**src/rtl/fifo_mem_writer_pkg.sv**
```systemverilog
`default_nettype none
// ============================================================================
//  Module   : fifo_mem_writer_pkg
//  Purpose  : Shared state encoding and FIFO handshake widths for the
//             result-FIFO drain stage.
//  Revision : 1.0 - initial release
// ============================================================================
package fifo_mem_writer_pkg;

  // Drain-stage control states; the encoding is fixed so that debug
  // taps and the fifo instance agree on it.
  typedef enum logic [1:0] {
    S_IDLE  = 2'd0,
    S_FETCH = 2'd1,
    S_WRITE = 2'd2,
    S_DONE  = 2'd3
  } state_t;

  // Handshake widths shared with the result FIFO instance.
  localparam int FIFO_DATA_WIDTH = 32;
  localparam int MEM_ADDR_WIDTH  = 32;
  localparam int XFER_LEN_WIDTH  = 16;

endpackage : fifo_mem_writer_pkg
`default_nettype wire

```
**src/rtl/fifo_mem_writer.sv**
```systemverilog
`default_nettype none
// ============================================================================
//  Module   : fifo_mem_writer
//  Purpose  : Drains the accelerator result FIFO into the memory write port,
//             one word per FETCH/WRITE pair, at base + n*stride.
//  Revision : 1.0 - initial release
// ============================================================================
module fifo_mem_writer
  import fifo_mem_writer_pkg::*;
#(
  parameter int DATA_WIDTH = FIFO_DATA_WIDTH,
  parameter int ADDR_WIDTH = MEM_ADDR_WIDTH,
  parameter int LEN_WIDTH  = XFER_LEN_WIDTH
) (
  input  logic                  clkIn,
  input  logic                  rstIn,
  input  logic                  startIn,
  input  logic [ADDR_WIDTH-1:0] baseAddrIn,
  input  logic [ADDR_WIDTH-1:0] strideIn,
  input  logic [LEN_WIDTH-1:0]  lenIn,
  input  logic                  abortIn,
  output logic                  busyOut,
  output logic                  doneOut,
  output logic [LEN_WIDTH-1:0]  countOut,
  input  logic [DATA_WIDTH-1:0] rdDataIn,
  input  logic                  rdValidIn,
  output logic                  rdReadyOut,
  output logic [ADDR_WIDTH-1:0] memAddrOut,
  output logic [DATA_WIDTH-1:0] memDataOut,
  output logic                  memWrOut,
  input  logic                  memAckIn
);

  state_t                stateR;
  logic [ADDR_WIDTH-1:0] addrR;
  logic [ADDR_WIDTH-1:0] strideR;
  logic [LEN_WIDTH-1:0]  lenR;
  logic                  abortR;
  logic [LEN_WIDTH-1:0]  countInc;

  // Count after the word currently in WRITE is acknowledged.
  assign countInc = countOut + LEN_WIDTH'(1);

  // The FIFO is only drained while waiting for the next word.
  assign rdReadyOut = (stateR == S_FETCH);

  // Control FSM with registered outputs and the address/count datapath.
  always_ff @(posedge clkIn or negedge rstIn) begin
    if (!rstIn) begin
      stateR     <= S_IDLE;
      addrR      <= '0;
      strideR    <= '0;
      lenR       <= '0;
      abortR     <= 1'b0;
      busyOut    <= 1'b0;
      doneOut    <= 1'b0;
      countOut   <= '0;
      memAddrOut <= '0;
      memDataOut <= '0;
      memWrOut   <= 1'b0;
    end else begin
      case (stateR)
        S_IDLE: begin
          doneOut <= 1'b0;
          if (startIn) begin
            strideR  <= strideIn;
            lenR     <= lenIn;
            addrR    <= baseAddrIn;
            countOut <= '0;
            abortR   <= 1'b0;
            busyOut  <= 1'b1;
            if (lenIn == '0) begin
              // Empty transfer completes straight away.
              stateR  <= S_DONE;
              doneOut <= 1'b1;
            end else begin
              stateR <= S_FETCH;
            end
          end
        end

        S_FETCH: begin
          if (abortIn) begin
            stateR  <= S_IDLE;
            busyOut <= 1'b0;
          end else if (rdValidIn) begin
            memDataOut <= rdDataIn;
            memAddrOut <= addrR;
            memWrOut   <= 1'b1;
            stateR     <= S_WRITE;
          end
        end

        S_WRITE: begin
          // An abort here cannot cancel the write already presented, so it
          // is remembered until the ack arrives.
          if (abortIn) begin
            abortR <= 1'b1;
          end
          if (memAckIn) begin
            memWrOut <= 1'b0;
            countOut <= countInc;
            addrR    <= addrR + strideR;
            if (abortR || abortIn) begin
              stateR  <= S_IDLE;
              busyOut <= 1'b0;
              abortR  <= 1'b0;
            end else if (countInc == lenR) begin
              stateR  <= S_DONE;
              doneOut <= 1'b1;
            end else begin
              stateR <= S_FETCH;
            end
          end
        end

        S_DONE: begin
          doneOut <= 1'b0;
          busyOut <= 1'b0;
          stateR  <= S_IDLE;
        end

        default: begin
          stateR  <= S_IDLE;
          busyOut <= 1'b0;
          doneOut <= 1'b0;
        end
      endcase
    end
  end

endmodule : fifo_mem_writer
`default_nettype wire

```
**config.mk**
```make
export PLATFORM = sky130hd
export DESIGN_NAME = fifo_mem_writer
export DESIGN_NICKNAME = d
export VERILOG_FILES = /design/src/rtl/fifo_mem_writer_pkg.sv /design/src/rtl/fifo_mem_writer.sv
export SDC_FILE = /design/constraint.sdc
export NUM_CORES = 1
export LEC_CHECK = 0
export BUFFER_PORTS_ARGS = -buffer_cell sky130_fd_sc_hd__buf_2
export CELL_PAD_IN_SITES_DETAIL_PLACEMENT = 0
export CELL_PAD_IN_SITES_GLOBAL_PLACEMENT = 2
export CORE_MARGIN = 4
export CORE_UTILIZATION = 34
export CTS_BUF_LIST = sky130_fd_sc_hd__clkbuf_4 sky130_fd_sc_hd__clkbuf_8
export DETAILED_ROUTE_END_ITERATION = 16
export PLACE_DENSITY = 0.89
export SYNTH_ARGS = -nofsm -noshare
export SYNTH_HDL_FRONTEND = slang
export SYNTH_SLANG_ARGS = --single-unit
```
**constraint.sdc**
```tcl
create_clock -name clkIn -period 3.05 [get_ports clkIn]
set_clock_uncertainty 0.05 [all_clocks]
set_input_delay 0.305 -clock clkIn [delete_from_list [all_inputs] [get_ports clkIn]]
set_output_delay 0.305 -clock clkIn [all_outputs]
set_load 0.02 [all_outputs]
```
==> results.toml <==
[power_and_ir_drop]
leakage_uw = 0.00555
powerDensity_nw_per_um2 = 1070
p_total_uw = 12400
vdd_drop_max_mv = 0.440

[timing]
maxSlewViolCount = 0
max_slew_margin_pct = 46.0
timing.hold.ws_ns = 0.0395
hold_viol = 0
fmax_mhz = 347
tightest_slew_ns = 0.808
fin_crit_sh_pct = 94.4
post-route-min-period_ns = 2.88
setup_violations = 0

[synthesis]
synth_top_area_share_pct = 47.2
synth_area_leader_cell = "dfrtp_1"
synthFlopType = "dfrtp_1"
ys_seq_area_share_pct = 47.2
synth-seq-cells = 166
syn_inst = 935
ys_types = 63
async_reset_ff_share_pct = 100
synth-edff-count = 0
syn_area_um2 = 8810
synthTopCellsByArea = "dfrtp_1 47%, nand2_1 9.0%, mux2_2 8.2%"
syn_area_per_cell_um2 = 9.42
synth_nets = 1086
yosys_warnings = 0

[floorplanning]
initial_core_util_pct = 34.8
die_w_um = 169
dieArea_um2 = 28500
io_pins = 202
rows = 58
dieHeight_um = 169
core_um2 = 25300

[global_routing]
grt_first_pass_wirelength_um = 41500
grt_max_degree = 75
grt_overflow = 0
gr-usage-all-layers_pct = 17.9
antenna_found_initial = 2
grt_pass1_vias = 7923

[layout]
post-route-util_pct = 45.6
fill_cells = 2462
antennaDiodeCount = 0
area_delta_synth_final_pct = 31.2
nets = 1365
drive_gt1_share_pct = 28.4
fin_cells = 1557

[cts]
cts_max_path_buffers = 2
clkTransAtPathRegs_ns = 0.11
root_buffer = "clkbuf_8"
cts_sinks = 166
cts_tree = "done"
cts_setup_buffers = 0
cts-htree-levels = 4
numCtsBuffers = 17
clk_latency_ns = 0.45

[worst_setup_path]
crit_buf_inv = 0
critPathMaxStageDelay_ns = 0.52
cp_cell_sequence = "ha_4 -> o2111ai_1 -> a211oi_2 -> o21ai_2 -> a21o_1 -> a211oi_4 -> nor3_1 -> or4_1 -> a31o_1 -> o31a_1"
worstPathArrival_ns = 3.18
worstReg2RegEnd = "addrR[31]"
crit_path_start = "addrR[12]"
cp_num_cells = 10
worst_r2r_path_depth = 10
critical_path_peak_fanout = 5
crit_family = "compound AO/OA/AOI/OAI gates"
path_class = "flop to flop"
cp-start-kind = "flop"
cp_slowest_cell = "or4_1"
timing.rr.start = "addrR[12]"
critPathRequiredTime_ns = 3.35
critPathCaptureType = "flop"
cp-endpoint = "addrR[31]"
worst-r2r-setup-slack_ns = 0.17

[routing]
ant_nets = 0
drt_pass1_iterations = 5
viasPerCell = 4.96
wl_per_cell_um = 16.5
drc = 0
routed-via-count = 7727
wl_um = 25800
first_iter_violations = 359

[placement]
place_congestion = 0.823
placed_cells = 1446
io_buffer_count = 201
dpl.hpwl_um = 18200

[hold_path]
whs_path_depth = 2
hold_class = "input pin to flop"

[status]
outcome = "complete, no violations"

[flow_run]
drv_cap = 0
==> cell type report <==
class | instances | area [um^2] | share of cell area (%)
Multi-Input combinational cell | 707 | 4490 | 38.9
Sequential cell | 166 | 4150 | 35.9
Timing Repair Buffer | 309 | 2030 | 17.6
Tap cell | 330 | 413 | 3.57
Clock buffer | 17 | 234 | 2.02
Clock inverter | 15 | 180 | 1.56
Inverter | 13 | 48.8 | 0.422
==> worst min path at each step <==
| stage | startpoint | end | slack (ns) |
|---|---|---|---|
| 6_report | rdDataIn[15] | memDataOut[15] | 0.04 |
| 5_1_grt | rdDataIn[15] | memDataOut[15] | 0.003 |
| 4_1_cts | rdDataIn[15] | memDataOut[15] | 0.001 |
| 3_5_place_dp | rstIn | memAddrOut[6] | 0.26 |
| 3_3_place_gp | rstIn | memAddrOut[6] | 0.26 |
| 2_1_floorplan | rstIn | abortR | -0.04 |
==> report_power, final <==
| group | leakage (uW) | internal (uW) | switching (uW) |
|---|---|---|---|
| registers | 0.00202 | 3180 | 690 |
| logic | 0.00332 | 2920 | 3910 |
| clock network | 0.000202 | 765 | 953 |
| total | 0.00555 | 6870 | 5550 |
==> cells by family (layout without fill, tap and decap cells) <==
family | count (synthesis) | in the layout | share of synthesized area [%]
buffers and inverters | 62 | 354 | 2.83
flip-flops | 166 | 166 | 47.2
AND/OR/NAND/NOR | 365 | 365 | 18.1
multiplexers | 72 | 72 | 9.11
adder cells (fa/ha/maj) | 33 | 33 | 4.77
AO/OA/AOI/OAI | 198 | 198 | 14.1
XOR/XNOR | 39 | 39 | 3.88
==> cell usage after synthesis, types with 2 or more instances <==
cell,number
xnor2_1,20
o21a_1,6
o31ai_1,8
o21ai_0,51
a21boi_0,4
xor2_1,19
a21o_1,17
and3_1,14
nand4_1,6
inv_1,13
nand2b_1,7
and2_1,3
o211ai_1,2
a221o_1,2
nor3_1,18
o21bai_1,3
a211oi_1,4
a31oi_1,15
o21ai_2,2
a211oi_2,2
clkbuf_1,40
nor3b_1,3
nor3_2,2
buf_2,7
nor2_1,55
o22ai_1,3
nor4_1,10
a21oi_1,52
dfrtp_1,166
ha_1,32
nand3_1,19
o21ai_1,7
mux2_2,64
o31a_1,2
nor2b_1,5
or3_1,6
nand3b_1,3
mux2i_1,7
a211o_1,3
nand2_1,210
==> state kept, by name (all words and copies together) (netlist names) <==
signal / cells
addrR: 32
memAddrOut: 32
memDataOut: 32
strideR: 32
countOut: 16
lenR: 16
stateR: 2
abortR: 1
busyOut: 1
doneOut: 1
memWrOut: 1
==> stage by stage <==
stage                     instance area (um^2)  setup WS [ns]  setup TNS [ns]
final                                    11600          0.170               0
after floorplan                           8810          0.370               0
after CTS                                11500         0.0341               0
after detailed placement                 10300         0.0944               0
after global routing                     11600       -0.00860        -0.00860
after global placement                   10300          0.141               0
==> layout by cell type, fill, tap and decap left out, types with 18 or more instances in the layout <==
cell type,netlist,final
nor3_1,18,18
a21oi_1,52,52
ha_1,32,29
o21ai_0,51,50
buf_2,7,200
buf_4,0,28
mux2_2,64,64
nand2_1,210,210
dfrtp_1,166,166
nor2_1,55,54
xnor2_1,20,20
dlygate4sd3_1,0,79
nand3_1,19,19
xor2_1,19,19
==> routing by layer <==
layer / track usage, % / up-vias / routed length, um
met1: 24.2 / 3702 / 11800
met2: 30.3 / 183 / 12400
met5: 0 / - / 26
met4: 3.21 / 4 / 198
li1: - / 3818 / -
met3: 3.62 / 20 / 1300
==> what timing repair did <==
action	CTS	global route
hold buffers	79	0
resized for setup	0	14
setup endpoints to repair	0	6
hold endpoints to repair	131	0
Power figures use the tool's default switching activity.
